### config.mk
export PLATFORM = sky130hd
export DESIGN_NAME = instruction_execute_flat
export DESIGN_NICKNAME = d
export VERILOG_FILES = /design/src/rtl/instruction_execute_if.sv /design/src/rtl/instruction_execute.sv /design/src/flat_wrapper.sv
export SDC_FILE = /design/constraint.sdc
export NUM_CORES = 1
export LEC_CHECK = 0
export CAP_MARGIN = 40
export CORE_ASPECT_RATIO = 1.1
export CORE_MARGIN = 2
export CORE_UTILIZATION = 51
export DETAILED_ROUTE_END_ITERATION = 12
export PLACE_DENSITY_LB_ADDON = 0.25
export SKIP_CTS_REPAIR_TIMING = 1
export SLEW_MARGIN = 20
export SYNTH_ARGS = -nofsm -noshare
export SYNTH_HDL_FRONTEND = slang
export SYNTH_SLANG_ARGS = --single-unit
### constraint.sdc
create_clock -name clk -period 5.71 [get_ports clk]
set_input_delay 0.571 -clock clk [delete_from_list [all_inputs] [get_ports clk]]
set_output_delay 0.571 -clock clk [all_outputs]
set_load 0.1 [all_outputs]
### src/rtl/instruction_execute_if.sv
// DX -> EX -> XM pipeline bundle for the MIPS execute stage.
// The EX stage uses the slave view: it consumes DX_* and produces stall and XM_*.
interface instruction_execute_if #(parameter int WIDTH = 32);
  logic             DX_MemtoReg;
  logic             DX_RegWrite;
  logic             DX_MemRead;
  logic             DX_MemWrite;
  logic             DX_branch;
  logic             DX_jump;
  logic [2:0]       DX_ALUctr;
  logic [WIDTH-1:0] DX_JT;
  logic [WIDTH-1:0] DX_NPC;
  logic [WIDTH-1:0] A;
  logic [WIDTH-1:0] B;
  logic [15:0]      DX_imm;
  logic [4:0]       DX_RD;
  logic [4:0]       DX_MD;
  logic             stall;
  logic             XM_MemtoReg;
  logic             XM_RegWrite;
  logic             XM_MemRead;
  logic             XM_MemWrite;
  logic [WIDTH-1:0] XM_ALUout;
  logic [4:0]       XM_RD;
  logic [4:0]       XM_MD;
  logic             XM_redirect;
  logic [WIDTH-1:0] XM_target;

  modport master (
    output DX_MemtoReg, DX_RegWrite, DX_MemRead, DX_MemWrite, DX_branch, DX_jump,
    output DX_ALUctr, DX_JT, DX_NPC, A, B, DX_imm, DX_RD, DX_MD,
    input  stall, XM_MemtoReg, XM_RegWrite, XM_MemRead, XM_MemWrite,
    input  XM_ALUout, XM_RD, XM_MD, XM_redirect, XM_target
  );

  modport slave (
    input  DX_MemtoReg, DX_RegWrite, DX_MemRead, DX_MemWrite, DX_branch, DX_jump,
    input  DX_ALUctr, DX_JT, DX_NPC, A, B, DX_imm, DX_RD, DX_MD,
    output stall, XM_MemtoReg, XM_RegWrite, XM_MemRead, XM_MemWrite,
    output XM_ALUout, XM_RD, XM_MD, XM_redirect, XM_target
  );
endinterface

### src/rtl/instruction_execute.sv
// MIPS EX stage: single-cycle ALU and branch/jump resolution into XM, plus an
// iterative shift-add multiply (ALUctr=7) that stalls upstream for WIDTH cycles.
module instruction_execute #(
  parameter int WIDTH = 32
) (
  input logic                   clk,
  input logic                   rst,
  instruction_execute_if.slave  ex
);
  localparam int CW = $clog2(WIDTH);

  typedef enum logic [0:0] {ST_IDLE = 1'b0, ST_BUSY = 1'b1} state_t;

  state_t           state_r, state_s;
  logic [WIDTH-1:0] diff_s, alu_s, target_s, acc_s;
  logic [WIDTH-1:0] acc_r, mcand_r, mplier_r;
  logic [CW-1:0]    cnt_r;
  logic             zero_s, redirect_s, is_mul_s, last_s;
  logic             m_memtoreg_r, m_regwrite_r, m_memread_r, m_memwrite_r;
  logic [4:0]       m_rd_r, m_md_r;

  assign is_mul_s = (ex.DX_ALUctr == 3'd7);
  assign last_s   = (cnt_r == CW'(WIDTH - 1));
  assign ex.stall = (state_r == ST_BUSY);

  // ALU result, branch condition, redirect target and next multiply partial sum
  always_comb begin
    diff_s = ex.A - ex.B;
    zero_s = (diff_s == {WIDTH{1'b0}});
    case (ex.DX_ALUctr)
      3'd0:       alu_s = ex.A + ex.B;
      3'd1, 3'd5: alu_s = diff_s;
      3'd2:       alu_s = ex.A & ex.B;
      3'd3:       alu_s = ex.A | ex.B;
      3'd4:       alu_s = {{(WIDTH-1){1'b0}}, ($signed(ex.A) < $signed(ex.B))};
      3'd6:       alu_s = ex.A ^ ex.B;
      default:    alu_s = {WIDTH{1'b0}};
    endcase
    redirect_s = ex.DX_jump | (ex.DX_branch & zero_s);
    if (ex.DX_jump) begin
      target_s = ex.DX_JT;
    end else begin
      target_s = ex.DX_NPC + {{(WIDTH-18){ex.DX_imm[15]}}, ex.DX_imm, 2'b00};
    end
    acc_s = acc_r + (mplier_r[0] ? mcand_r : {WIDTH{1'b0}});
  end

  // FSM state register
  always_ff @(posedge clk or posedge rst) begin
    if (rst) begin
      state_r <= ST_IDLE;
    end else begin
      state_r <= state_s;
    end
  end

  // FSM next-state: enter BUSY on a mul, leave after the last multiplier bit
  always_comb begin
    state_s = state_r;
    case (state_r)
      ST_IDLE: begin
        if (is_mul_s) state_s = ST_BUSY;
        else          state_s = ST_IDLE;
      end
      ST_BUSY: begin
        if (last_s) state_s = ST_IDLE;
        else        state_s = ST_BUSY;
      end
      default: state_s = ST_IDLE;
    endcase
  end

  // XM pipeline register and multiplier datapath; XM defaults to a bubble
  always_ff @(posedge clk or posedge rst) begin
    if (rst) begin
      ex.XM_MemtoReg <= 1'b0;
      ex.XM_RegWrite <= 1'b0;
      ex.XM_MemRead  <= 1'b0;
      ex.XM_MemWrite <= 1'b0;
      ex.XM_ALUout   <= {WIDTH{1'b0}};
      ex.XM_RD       <= 5'd0;
      ex.XM_MD       <= 5'd0;
      ex.XM_redirect <= 1'b0;
      ex.XM_target   <= {WIDTH{1'b0}};
      acc_r          <= {WIDTH{1'b0}};
      mcand_r        <= {WIDTH{1'b0}};
      mplier_r       <= {WIDTH{1'b0}};
      cnt_r          <= {CW{1'b0}};
      m_memtoreg_r   <= 1'b0;
      m_regwrite_r   <= 1'b0;
      m_memread_r    <= 1'b0;
      m_memwrite_r   <= 1'b0;
      m_rd_r         <= 5'd0;
      m_md_r         <= 5'd0;
    end else begin
      ex.XM_MemtoReg <= 1'b0;
      ex.XM_RegWrite <= 1'b0;
      ex.XM_MemRead  <= 1'b0;
      ex.XM_MemWrite <= 1'b0;
      ex.XM_ALUout   <= {WIDTH{1'b0}};
      ex.XM_RD       <= 5'd0;
      ex.XM_MD       <= 5'd0;
      ex.XM_redirect <= 1'b0;
      ex.XM_target   <= {WIDTH{1'b0}};
      case (state_r)
        ST_IDLE: begin
          if (is_mul_s) begin
            mcand_r      <= ex.A;
            mplier_r     <= ex.B;
            acc_r        <= {WIDTH{1'b0}};
            cnt_r        <= {CW{1'b0}};
            m_memtoreg_r <= ex.DX_MemtoReg;
            m_regwrite_r <= ex.DX_RegWrite;
            m_memread_r  <= ex.DX_MemRead;
            m_memwrite_r <= ex.DX_MemWrite;
            m_rd_r       <= ex.DX_RD;
            m_md_r       <= ex.DX_MD;
          end else begin
            ex.XM_MemtoReg <= ex.DX_MemtoReg;
            ex.XM_RegWrite <= ex.DX_RegWrite;
            ex.XM_MemRead  <= ex.DX_MemRead;
            ex.XM_MemWrite <= ex.DX_MemWrite;
            ex.XM_ALUout   <= alu_s;
            ex.XM_RD       <= ex.DX_RD;
            ex.XM_MD       <= ex.DX_MD;
            ex.XM_redirect <= redirect_s;
            ex.XM_target   <= target_s;
          end
        end
        ST_BUSY: begin
          acc_r    <= acc_s;
          mcand_r  <= mcand_r << 1;
          mplier_r <= mplier_r >> 1;
          cnt_r    <= cnt_r + CW'(1);
          if (last_s) begin
            ex.XM_MemtoReg <= m_memtoreg_r;
            ex.XM_RegWrite <= m_regwrite_r;
            ex.XM_MemRead  <= m_memread_r;
            ex.XM_MemWrite <= m_memwrite_r;
            ex.XM_ALUout   <= acc_s;
            ex.XM_RD       <= m_rd_r;
            ex.XM_MD       <= m_md_r;
          end else begin
            cnt_r <= cnt_r + CW'(1);
          end
        end
        default: begin
          cnt_r <= {CW{1'b0}};
        end
      endcase
    end
  end
endmodule

### src/flat_wrapper.sv
// flat-port wrapper written by rule: the top's interface ports become plain ports
module instruction_execute_flat 
#(
  parameter int WIDTH = 32
)
  (clk, rst, ex_DX_MemtoReg, ex_DX_RegWrite, ex_DX_MemRead, ex_DX_MemWrite, ex_DX_branch, ex_DX_jump, ex_DX_ALUctr, ex_DX_JT, ex_DX_NPC, ex_A, ex_B, ex_DX_imm, ex_DX_RD, ex_DX_MD, ex_stall, ex_XM_MemtoReg, ex_XM_RegWrite, ex_XM_MemRead, ex_XM_MemWrite, ex_XM_ALUout, ex_XM_RD, ex_XM_MD, ex_XM_redirect, ex_XM_target);
  instruction_execute_if #(.WIDTH(WIDTH)) ex_i ();
  input logic clk;
  input logic rst;
  input wire logic [$bits(ex_i.DX_MemtoReg)-1:0] ex_DX_MemtoReg;
  input wire logic [$bits(ex_i.DX_RegWrite)-1:0] ex_DX_RegWrite;
  input wire logic [$bits(ex_i.DX_MemRead)-1:0] ex_DX_MemRead;
  input wire logic [$bits(ex_i.DX_MemWrite)-1:0] ex_DX_MemWrite;
  input wire logic [$bits(ex_i.DX_branch)-1:0] ex_DX_branch;
  input wire logic [$bits(ex_i.DX_jump)-1:0] ex_DX_jump;
  input wire logic [$bits(ex_i.DX_ALUctr)-1:0] ex_DX_ALUctr;
  input wire logic [$bits(ex_i.DX_JT)-1:0] ex_DX_JT;
  input wire logic [$bits(ex_i.DX_NPC)-1:0] ex_DX_NPC;
  input wire logic [$bits(ex_i.A)-1:0] ex_A;
  input wire logic [$bits(ex_i.B)-1:0] ex_B;
  input wire logic [$bits(ex_i.DX_imm)-1:0] ex_DX_imm;
  input wire logic [$bits(ex_i.DX_RD)-1:0] ex_DX_RD;
  input wire logic [$bits(ex_i.DX_MD)-1:0] ex_DX_MD;
  output wire logic [$bits(ex_i.stall)-1:0] ex_stall;
  output wire logic [$bits(ex_i.XM_MemtoReg)-1:0] ex_XM_MemtoReg;
  output wire logic [$bits(ex_i.XM_RegWrite)-1:0] ex_XM_RegWrite;
  output wire logic [$bits(ex_i.XM_MemRead)-1:0] ex_XM_MemRead;
  output wire logic [$bits(ex_i.XM_MemWrite)-1:0] ex_XM_MemWrite;
  output wire logic [$bits(ex_i.XM_ALUout)-1:0] ex_XM_ALUout;
  output wire logic [$bits(ex_i.XM_RD)-1:0] ex_XM_RD;
  output wire logic [$bits(ex_i.XM_MD)-1:0] ex_XM_MD;
  output wire logic [$bits(ex_i.XM_redirect)-1:0] ex_XM_redirect;
  output wire logic [$bits(ex_i.XM_target)-1:0] ex_XM_target;
  assign ex_i.DX_MemtoReg = ex_DX_MemtoReg;
  assign ex_i.DX_RegWrite = ex_DX_RegWrite;
  assign ex_i.DX_MemRead = ex_DX_MemRead;
  assign ex_i.DX_MemWrite = ex_DX_MemWrite;
  assign ex_i.DX_branch = ex_DX_branch;
  assign ex_i.DX_jump = ex_DX_jump;
  assign ex_i.DX_ALUctr = ex_DX_ALUctr;
  assign ex_i.DX_JT = ex_DX_JT;
  assign ex_i.DX_NPC = ex_DX_NPC;
  assign ex_i.A = ex_A;
  assign ex_i.B = ex_B;
  assign ex_i.DX_imm = ex_DX_imm;
  assign ex_i.DX_RD = ex_DX_RD;
  assign ex_i.DX_MD = ex_DX_MD;
  assign ex_stall = ex_i.stall;
  assign ex_XM_MemtoReg = ex_i.XM_MemtoReg;
  assign ex_XM_RegWrite = ex_i.XM_RegWrite;
  assign ex_XM_MemRead = ex_i.XM_MemRead;
  assign ex_XM_MemWrite = ex_i.XM_MemWrite;
  assign ex_XM_ALUout = ex_i.XM_ALUout;
  assign ex_XM_RD = ex_i.XM_RD;
  assign ex_XM_MD = ex_i.XM_MD;
  assign ex_XM_redirect = ex_i.XM_redirect;
  assign ex_XM_target = ex_i.XM_target;
  instruction_execute #(.WIDTH(WIDTH)) u_core (.clk(clk), .rst(rst), .ex(ex_i));
endmodule
==> flow_summary_export.csv <==
group,metric,value,unit
timing,finalHoldViolCount,0,
critical_path,cp_data_arrival_time,4920,ps
yosys,syn-num-nets,2188,
timing,finClkSkew,13.01,ps
place,placement.io_buffers,244,
cts,cts.clk_slew.worst_paths,80,ps
final_layout,final_cell_mix,"sky130_fd_sc_hd__clkdlybuf4s50_1 (242), sky130_fd_sc_hd__dfrtp_1 (194), sky130_fd_sc_hd__inv_1 (160), sky130_fd_sc_hd__ha_1 (158), sky130_fd_sc_hd__a21oi_1 (129)",
timing,whs,408.5,ps
final_layout,layout.cells.non_filler,2553,
timing,setup_total_negative_slack,0,ps
timing,final_max_slew_violation_count,0,
critical_path,r2r-end,"u_core.ex.XM_ALUout[30]",
yosys,async_set_reset_flop_share_out_of_synthesis,100.0,%
routing,drt-pass1-iter-count,8,
routing,wl,60590,um
yosys,syn-mean-instance-area,8.644,um2
yosys,synthesis.yosys.warnings,0,
cts,clock_tree.buffer_depth,2,
die,core_area,0.03122,mm2
routing,routedWlPerCell,23.73,um
yosys,synth_seq_cells,195,
timing,relSlewSlack,38.16,%
critical_path,critPathCapture,"u_core.ex.XM_redirect",
die,chipHeight,190.3,um
routing,detail_route.vias_per_cell,6.390,
critical_path,required_time_of_the_worst_setup_path,6100,ps
timing,fmax,0.2208,GHz
critical_path,timing_worst_setup_path_type,"in2reg",
routing,dr_total_vias,16310,
min_path,min_path_type,"in2async",
die,die_area,0.03298,mm2
routing,ant_nets,0,
critical_path,path_common_cell,"sky130_fd_sc_hd__or4b_1",
grt,grtUsageTotal,36.74,%
grt,grt_antenna_before_repair,1,
power_and_ir_drop,ir_drop,268.8,uV
final_layout,final_common_cell,"sky130_fd_sc_hd__clkdlybuf4s50_1",
place,finalWeightedCongestion,0.9891,
place,dp.final_hpwl,45370,um
cts,cts-buffers-inserted,17,
yosys,yosysSeqAreaShare,30.33,%
cts,cts_tree,"done",
die,floorplan.io_pins,245,
power_and_ir_drop,p_leak,0.01003,uW
critical_path,r2r.worst_path.cells,14,
critical_path,setup_slack_of_the_worst_register_to_register_path,1800,ps
timing,worst_slew_pin_slew,915.6,ps
die,floorplan.initialDensity,51.52,%
job,max_cap_violations,0,
routing,drcViolationCount,0,
power_and_ir_drop,cellPowerDensity,367.4,mW/mm2
die,die_width,173.3,um
timing,postLayoutSetupSlackWorst,1181,ps
outcome,outcome,"finished clean",
cts,clockRootBuffer,"sky130_fd_sc_hd__clkbuf_16",
yosys,synth.distinct_cells,83,
yosys,netlist_instances,1861,
yosys,synth_enable_flop_cells,0,
final_layout,num-nets-final,2447,
yosys,synth_ff_type,"sky130_fd_sc_hd__dfrtp_1",
cts,clock_sinks,195,
final_layout,drive_gt1_share,8.955,%
yosys,syn-cell-area,0.01609,mm2
final_layout,syn_to_final_growth,31.21,%
critical_path,critical_path.cell_chain,"clkdlybuf4s50_1 -> inv_1 -> ha_1 -> inv_2 -> a21oi_1 -> o31ai_2 -> nor3_1 -> or4_1 -> nor4_1 -> or4b_1 -> a2111oi_2 -> or4b_1 -> o22ai_2",
critical_path,worstPathMaxFanout,8,
critical_path,worst_path_max_delay_cell,"sky130_fd_sc_hd__o31ai_2",
cts,clk_latency,470,ps
grt,first_global_vias,16320,
place,placedInstanceArea,0.02048,mm2
place,preCtsSetupSlack,807.8,ps
grt,globalRoute.totalOverflow,0,
final_layout,postLayoutCellArea,0.02111,mm2
timing,grt_setup_unrepaired,"false",
critical_path,cpPeakStageDelay,620,ps
routing,drtIter0Drc,1924,
timing,setup-violations-final,0,
place,place.detailed.instances,2520,
timing,finalWorstPathRequiredPeriod,4529,ps
final_layout,antenna_cells,0,
critical_path,worst_r2r_startpoint,"u_core.mplier_r[0]",
die,placementRows,68,
grt,grt_pass1_wl,94020,um
timing,fin_crit_sh,79.32,%
critical_path,critical_path.endpoint_type,"flip-flop",
grt,maximum_number_of_pins_on_one_net_before_global_route_repair,107,
critical_path,startpoint,"ex_A[25]",
cts,h-tree-depth,4,
critical_path,startpoint_type,"primary input",
-- worst max-delay path: cells and delay by family --
family	cells	cell delay (ps)
adder cells (fa/ha/maj)	1	390
buffers and inverters	3	800
AND/OR/NAND/NOR	5	2000
AO/OA/AOI/OAI	4	1140
-- layer usage --
| layer | GRT usage (%) | wire length (um) |
|---|---|---|
| met1 | 44.44 | 23800 |
| met2 | 62.06 | 29170 |
| met3 | 4.625 | 3435 |
| met4 | 23.86 | 4181 |
| met5 | 0 | 0 |
-- cell usage after synthesis (10+ instances only) --
cell	number	area (um2)
sky130_fd_sc_hd__xnor2_1	61	534.3
sky130_fd_sc_hd__inv_1	161	604.3
sky130_fd_sc_hd__o21ai_0	85	425.4
sky130_fd_sc_hd__a211oi_1	15	112.6
sky130_fd_sc_hd__buf_1	18	67.56
sky130_fd_sc_hd__ha_1	158	1977
sky130_fd_sc_hd__nor4_1	13	81.33
sky130_fd_sc_hd__a222oi_1	60	600.6
sky130_fd_sc_hd__nand2_1	118	442.9
sky130_fd_sc_hd__a21o_1	51	382.9
sky130_fd_sc_hd__nor2b_1	17	106.4
sky130_fd_sc_hd__nor2_1	118	442.9
sky130_fd_sc_hd__nor3_1	22	110.1
sky130_fd_sc_hd__o21a_1	11	82.58
sky130_fd_sc_hd__and2_1	36	225.2
sky130_fd_sc_hd__clkbuf_1	83	311.6
sky130_fd_sc_hd__a21oi_1	129	645.6
sky130_fd_sc_hd__or3_1	10	62.56
sky130_fd_sc_hd__mux2_2	16	180.2
sky130_fd_sc_hd__dfrtp_1	195	4880
sky130_fd_sc_hd__nand4_1	15	93.84
sky130_fd_sc_hd__o21bai_1	20	150.1
sky130_fd_sc_hd__nand2b_1	17	106.4
sky130_fd_sc_hd__a221o_1	13	130.1
sky130_fd_sc_hd__xor2_1	18	157.7
sky130_fd_sc_hd__o211ai_1	23	172.7
sky130_fd_sc_hd__a31oi_1	18	112.6
sky130_fd_sc_hd__a22o_1	51	446.7
sky130_fd_sc_hd__mux2i_1	42	420.4
sky130_fd_sc_hd__o22ai_1	45	281.5
sky130_fd_sc_hd__a22oi_1	16	120.1
sky130_fd_sc_hd__o221ai_1	20	175.2
sky130_fd_sc_hd__and3_1	11	68.82
sky130_fd_sc_hd__nand3_1	37	185.2
-- logic make-up after synthesis --
| logic type | synth area share (%) |
|---|---|
| DFF | 30.33 |
| muxes | 3.733 |
| adders and majority gates | 12.79 |
| AOI/OAI and AO/OA | 28.61 |
| buffers and inverters | 6.666 |
| xor gates and xnor gates | 4.301 |
| and+or+nand+nor | 13.57 |
-- worst min path at each step --
stage                   startpoint                      to  slack [ps]  cells past startpoint
2_1_floorplan  u_core.mplier_r[25]     u_core.mplier_r[25]         450                      2
4_1_cts                        rst  u_core.ex.XM_ALUout[2]         400                      2
5_1_grt                        rst  u_core.ex.XM_ALUout[3]         420                      2
6_report                       rst       u_core.mcand_r[2]         410                      2
3_5_place_dp       u_core.acc_r[5]         u_core.acc_r[5]         470                      2
3_3_place_gp   u_core.mplier_r[28]     u_core.mplier_r[28]         470                      2
-- area by class of cell --
cell class,instances,area [um2]
clock buffer,17,425.4
fill,2459,10120
tap,420,525.5
timing repair buffer,350,4264
clock inverter,15,198.9
sequential,195,4883
inverter,171,645.6
multi-input combinational,1385,10160
-- report_power, final --
| group | switching, uW | internal (uW) |
|---|---|---|
| sequential | 388 | 1820 |
| clock | 696 | 605 |
| combinational | 2590 | 1650 |
-- state kept, by name (all words and copies together), names as in the netlist, 5 cells and up --
| register | count |
|---|---|
| u_core.m_md_r | 5 |
| u_core.ex.XM_ALUout | 32 |
| u_core.ex.XM_target | 32 |
| u_core.m_rd_r | 5 |
| u_core.mcand_r | 32 |
| u_core.mplier_r | 32 |
| u_core.ex.XM_MD | 5 |
| u_core.ex.XM_RD | 5 |
| u_core.cnt_r | 5 |
| u_core.acc_r | 32 |
-- per-stage QoR --
stage	utilization, %	total power [uW]
final	67.60	7756
after global placement	60.25	5754
after detailed placement	65.58	6410
after global routing	67.60	8106
after floorplan	-	4708
after CTS	67.57	7725
Power figures use the tool's default switching activity.
==> patch 1: new RTL, config.mk and constraints unchanged <==
Make the reset (`rst`) synchronous in 2 clocked blocks.
--- a/src/rtl/instruction_execute.sv
+++ b/src/rtl/instruction_execute.sv
@@ -48,3 +48,3 @@
   // FSM state register
-  always_ff @(posedge clk or posedge rst) begin
+  always_ff @(posedge clk) begin
     if (rst) begin
@@ -73,3 +73,3 @@
   // XM pipeline register and multiplier datapath; XM defaults to a bubble
-  always_ff @(posedge clk or posedge rst) begin
+  always_ff @(posedge clk) begin
     if (rst) begin
Function: differs if rst is asserted again (counterexample within 4 cycles, from zero or initial values and one cycle with rst high); with rst held inactive, the same outputs for 10 cycles.
==> patch 1 against the original RTL <==
Sequential cell count is the same; via count rose by 5.2%; global-route usage down 2.5 points; synthesized area is 1.4% lower; wire length fell by 5.6%; worst setup slack improved by 280 ps; synthesized cell count up 14%; design area down 2.3%; critical path depth stayed put.
Power is not compared: it rests on default switching activity, and its combinational part moved more than twofold at a synthesized area within 25%.
==> patch 1: results (changes against the original RTL) <==
DRT antenna net count -> 0 (unchanged)
Setup Skew -> 16.8 ps (+3.75 ps)
Clock latency on the worst-skew pair -> 460 ps
Synth Area in Adders -> 0.138 (+0.00970)
Routed WL -> 57200 um (-5.6%)
Number of unique standard cell types used by synthesis -> 92 (+11%)
Sequential fraction of the synthesis area -> 0.246 (-0.0572)
GP Congestion -> 1.02 (+3.0%)
Post-synthesis compound-gate area fraction -> 0.299 (+0.0129)
Min Hold Slack -> 458 ps (+49.5 ps)
Initial drt markers -> 1581 (-18%)
Mux contribution to synthesized area -> 0.0274 (-0.00996)
Synth Flop Type -> dfxtp_1
Share of cells above drive strength 1 -> 0.0794 (-0.0102)
Largest net degree at the start of global routing -> 86 (-20%)
Reg clk slew, reported paths -> 90 ps
Vias in the first global route -> 16100 (-1.2%)
R2R setup slack -> 1550 ps (-250 ps)
First-pass GRT wire length -> 86800 um (-7.7%)
H-tree levels -> 4 (unchanged)
P_leak -> 8.81 nW
Worst-case vdd ir drop -> 0.155 mV
Half-perimeter wire length after placement -> 43700 um (-3.8%)
Crit share post-route -> 0.744 (-0.0493)
Syn nets -> 2455 (+12%)
Status -> finished, final reports clean
GRT Total Usage -> 0.342 (-0.0253)
First-pass detailed-route iteration total -> 6 (-2)
Hold crit path type -> flop to flop
GR Util met2 -> 0.552 (-0.0684)
IO Port Bufs -> 244 (unchanged)
Met1 Usage GRT -> 0.428 (-0.0161)
Fin nets -> 2693 (+10%)
CP max FO -> 15 (+7)
Initial antenna violation count -> 4 (+3)
Ys async rst share -> 0 (-1.00)
CTS Buffer Depth -> 2 (unchanged)
Crit path DAT -> 4590 ps (-330 ps)
XOR/XNOR share of the synthesized area -> 0.0381 (-0.00491)
Post-place setup slack -> 1170 ps (+360 ps)
Ys Warns -> 0 (unchanged)
Clock Tree Root -> clkbuf_16
Most common library cells after synthesis -> a21oi_1, nand2_1, dfxtp_1
Vias/cell -> 6.17 (-3.5%)
Num CTS Buffers -> 17 (unchanged)
Worst Tran Pin Value -> 936 ps (+20.7 ps)
Fill cell count -> 2564 (+4.3%)
GR met3 Demand/Resource -> 0.0730 (+0.0267)
Synth area leaders -> dfxtp_1, ha_1, a21oi_1
patch 1: cell types whose count changed after synthesis, sizes merged, moves of 14 or more:
| cell | unedited run | this run |
|---|---|---|
| nand2 | 118 | 271 |
| inv | 167 | 110 |
| a21oi | 129 | 282 |
| nor3 | 22 | 36 |
| xnor2 | 61 | 44 |
| dfrtp | 195 | 0 |
| o211ai | 23 | 9 |
| dfxtp | 0 | 195 |
| a22o | 51 | 34 |
| a222oi | 60 | 0 |
| nor2 | 118 | 193 |
patch 1: cell families (layout without fill, tap and decap cells):
family,after synthesis,count (layout)
other cells,0,1
simple gates,681,681
flops,195,195
mux,43,43
buf+inv,239,490
compound gates,719,719
xor+xnor,69,69
fa+ha+maj,172,172
patch 1: layout make-up:
class	count	area, um2	share of cell area
Multi-Input combinational cell	1684	11100	0.536
Timing Repair Buffer	348	4060	0.197
Sequential cell	195	3910	0.190
Tap cell	414	518	0.0251
Clock buffer	17	425	0.0206
Inverter	110	413	0.0200
Clock inverter	15	238	0.0115
Antenna cell	1	2.50	0.000121
patch 1: critical path, stage by stage:
cell and delay (ps):
clkdlybuf4s50_1 550, inv_1 90, ha_1 620, nand2_1 140, nor2_1 240, nor4b_1 710, nor4b_2 130, o31ai_1 320
a21oi_1 250, o41ai_1 460, xnor2_1 170, nor2_1 70, a211o_1 260
patch 1: worst paths after layout:
path | end | cells after the start | from
min reg2reg | u_core.acc_r[10]$_SDFFE_PP0P_ | 2 | u_core.acc_r[10]$_SDFFE_PP0P_
max reg2reg | u_core.ex.XM_ALUout[30]$_SDFF_PP0_ | 15 | u_core.mplier_r[0]$_SDFFE_PP0P_
max | u_core.ex.XM_ALUout[26]$_SDFF_PP0_ | 13 | ex_B[11]
min | u_core.acc_r[10]$_SDFFE_PP0P_ | 2 | u_core.acc_r[10]$_SDFFE_PP0P_
patch 1: per-layer routing:
metal	wire [um]	share of wire	vias to the layer above
met1	22900	0.40	8024
met5	41	0.00072	-
met3	5080	0.089	171
li1	-	-	8060
met4	3030	0.053	6
met2	26100	0.46	905
patch 1: per-stage QoR:
stage,total power [mW],area [um2],std cells
global placement,3.11,18400,2664
finish,4.69,20600,2784
detailed placement,3.34,19900,2749
floorplan,2.63,15900,2118
CTS,4.66,20600,2781
global route,4.86,20600,2784
patch 1: where the power goes:
group	leakage (nW)	internal (mW)	switching [mW]
Clock	0.320	0.633	0.710
Sequential	1.59	1.43	0.0360
Combinational	6.90	0.712	1.17
==> patch 2: new RTL, config.mk and constraints unchanged <==
Made on the original files. Remove the case item `3'd0` of the case on `ex.DX_ALUctr`.
--- a/src/rtl/instruction_execute.sv
+++ b/src/rtl/instruction_execute.sv
@@ -30,3 +30,2 @@
     case (ex.DX_ALUctr)
-      3'd0:       alu_s = ex.A + ex.B;
       3'd1, 3'd5: alu_s = diff_s;
Behaviour: not the same (Yosys sat finds a counterexample within 4 cycles, from zero or initial values and one cycle with rst high).
==> patch 2 against the original RTL <==
Wire length decreased by 24%; sequential cell count unchanged; design area decreased by 9.1%; largest power group unchanged; maximum frequency increased by 23%; synthesized area decreased by 10%; critical path type is now flop to flop; worst setup slack improved by 830 ps; power decreased by 7.9%; non-clock buffer count decreased by 9; combinational power decreased by 11%; clock power decreased by 8%; sequential power decreased by 2%.
==> patch 2: results (changes against the original RTL) <==
Post-synth top area share -> 0.338 (+0.0346)
Largest net degree at the start of global routing -> 164 (+53%)
GP Congestion -> 0.959 (-3.1%)
Status -> finished, final reports clean
Num CTS Buffers -> 17 (unchanged)
Clock Tree Root -> clkbuf_16
Number of unique standard cell types used by synthesis -> 78 (-6.0%)
Crit path max-delay family -> compound AO/OA/AOI/OAI gates
Initial drt markers -> 1607 (-16%)
Initial antenna violation count -> 2 (+1)
Most common library cells after synthesis -> dfrtp_1, inv_1, ha_1
CTS Buffer Depth -> 2 (unchanged)
Syn nets -> 1940 (-11%)
P_leak -> 9.47 nW (-5.5%)
Setup Skew -> 8.51 ps (-4.50 ps)
Ys Warns -> 0 (unchanged)
Slowest stage delay, CP -> 440 ps (-180 ps)
Fin nets -> 2219 (-9.3%)
Vias in the first global route -> 13900 (-15%)
Hold crit path type -> flop to flop
Sequential fraction of the synthesis area -> 0.338 (+0.0346)
Vias/cell -> 6.06 (-5.2%)
IO Port Bufs -> 244 (unchanged)
Worst Tran Pin Value -> 1210 ps (+294 ps)
Min Tclk post-route -> 3690 ps (-834 ps)
GRT Total Usage -> 0.312 (-0.0554)
Clock latency on the worst-skew pair -> 450 ps (-20 ps)
CP max FO -> 31 (+23)
CP max-delay cell -> fa_1
First-pass GRT wire length -> 73200 um (-22%)
First-pass detailed-route iteration total -> 8 (unchanged)
Synth area leaders -> dfrtp_1, ha_1, inv_1
Per-cell routed wire length -> 20.4 um (-14%)
Worst-case vdd ir drop -> 0.255 mV (-5.2%)
Reg clk slew, reported paths -> 70 ps
Ys async rst share -> 1.00 (unchanged)
Share of cells above drive strength 1 -> 0.0818 (-0.00770)
H-tree levels -> 4 (unchanged)
Half-perimeter wire length after placement -> 35100 um (-23%)
## patch 2: cell count changes after synthesis, sizes merged, moves of 9 or more
cell    before  now
nand3       37   23
nor2       118  101
o221ai      21    2
nand2      118  132
a211oi      17    8
a21o        51   40
clkbuf      83   67
mux2        16    2
o21ai       87   65
buf         27   14
o211ai      23    8
a21oi      129  104
a221o       13    1
## patch 2: power breakdown
part | switching [mW] | internal, mW | total (mW)
registers | 0.341 | 1.82 | 2.16
logic | 2.28 | 1.50 | 3.78
clock network | 0.616 | 0.579 | 1.20
total | 3.24 | 3.90 | 7.14
## patch 2: cell type report
| class | count | area, um2 |
|---|---|---|
| Antenna cell | 1 | 2.50 |
| Sequential cell | 195 | 4880 |
| Timing Repair Buffer | 341 | 4070 |
| Inverter | 169 | 638 |
| Fill cell | 2100 | 8680 |
| Clock buffer | 17 | 425 |
| Clock inverter | 15 | 143 |
| Tap cell | 363 | 454 |
| Multi-Input combinational cell | 1169 | 8580 |
## patch 2: per-stage QoR
| stage | setup slack (ps) | instances |
|---|---|---|
| after global placement | 1660 | 2154 |
| after detailed placement | 1610 | 2236 |
| final | 2020 | 2270 |
| after global routing | 1840 | 2269 |
| after CTS | 1800 | 2268 |
| after floorplan | 2560 | 1614 |
## patch 2: worst paths after layout
check                                                startpoint                           endpoint  slack, ps  depth (start not counted)
worst max-delay path             u_core.mplier_r[0]$_DFFE_PP0P_  u_core.ex.XM_ALUout[22]$_DFF_PP0_       2020                         14
worst min-delay path            u_core.m_memwrite_r$_DFFE_PP0P_    u_core.m_memwrite_r$_DFFE_PP0P_        480                          2
worst max register to register   u_core.mplier_r[0]$_DFFE_PP0P_  u_core.ex.XM_ALUout[22]$_DFF_PP0_       2020                         14
worst min register to register  u_core.m_memwrite_r$_DFFE_PP0P_    u_core.m_memwrite_r$_DFFE_PP0P_        480                          2
max in group asynchronous                                   rst  u_core.ex.XM_ALUout[26]$_DFF_PP0_       4060                          3
min in group asynchronous                                   rst       u_core.acc_r[30]$_DFFE_PP0P_        610                          3
## patch 2: metal layers
| layer | wire, um | track usage | part of all wire |
|---|---|---|---|
| met5 | 0 | 0 | 0 |
| met4 | 1270 | 0.112 | 0.027 |
| met2 | 22700 | 0.532 | 0.49 |
| met3 | 3690 | 0.0545 | 0.080 |
| met1 | 18700 | 0.395 | 0.40 |
## patch 2: cell families (layout without fill, tap and decap cells)
family,Yosys count,count (layout),synth area share
AO/OA/AOI/OAI,479,479,0.237
XOR/XNOR,76,76,0.0461
adder cells (fa/ha/maj),161,161,0.141
buffers and inverters,250,542,0.0689
flip-flops,195,195,0.338
multiplexers,47,47,0.0328
other,0,1,0
AND/OR/NAND/NOR,406,406,0.136
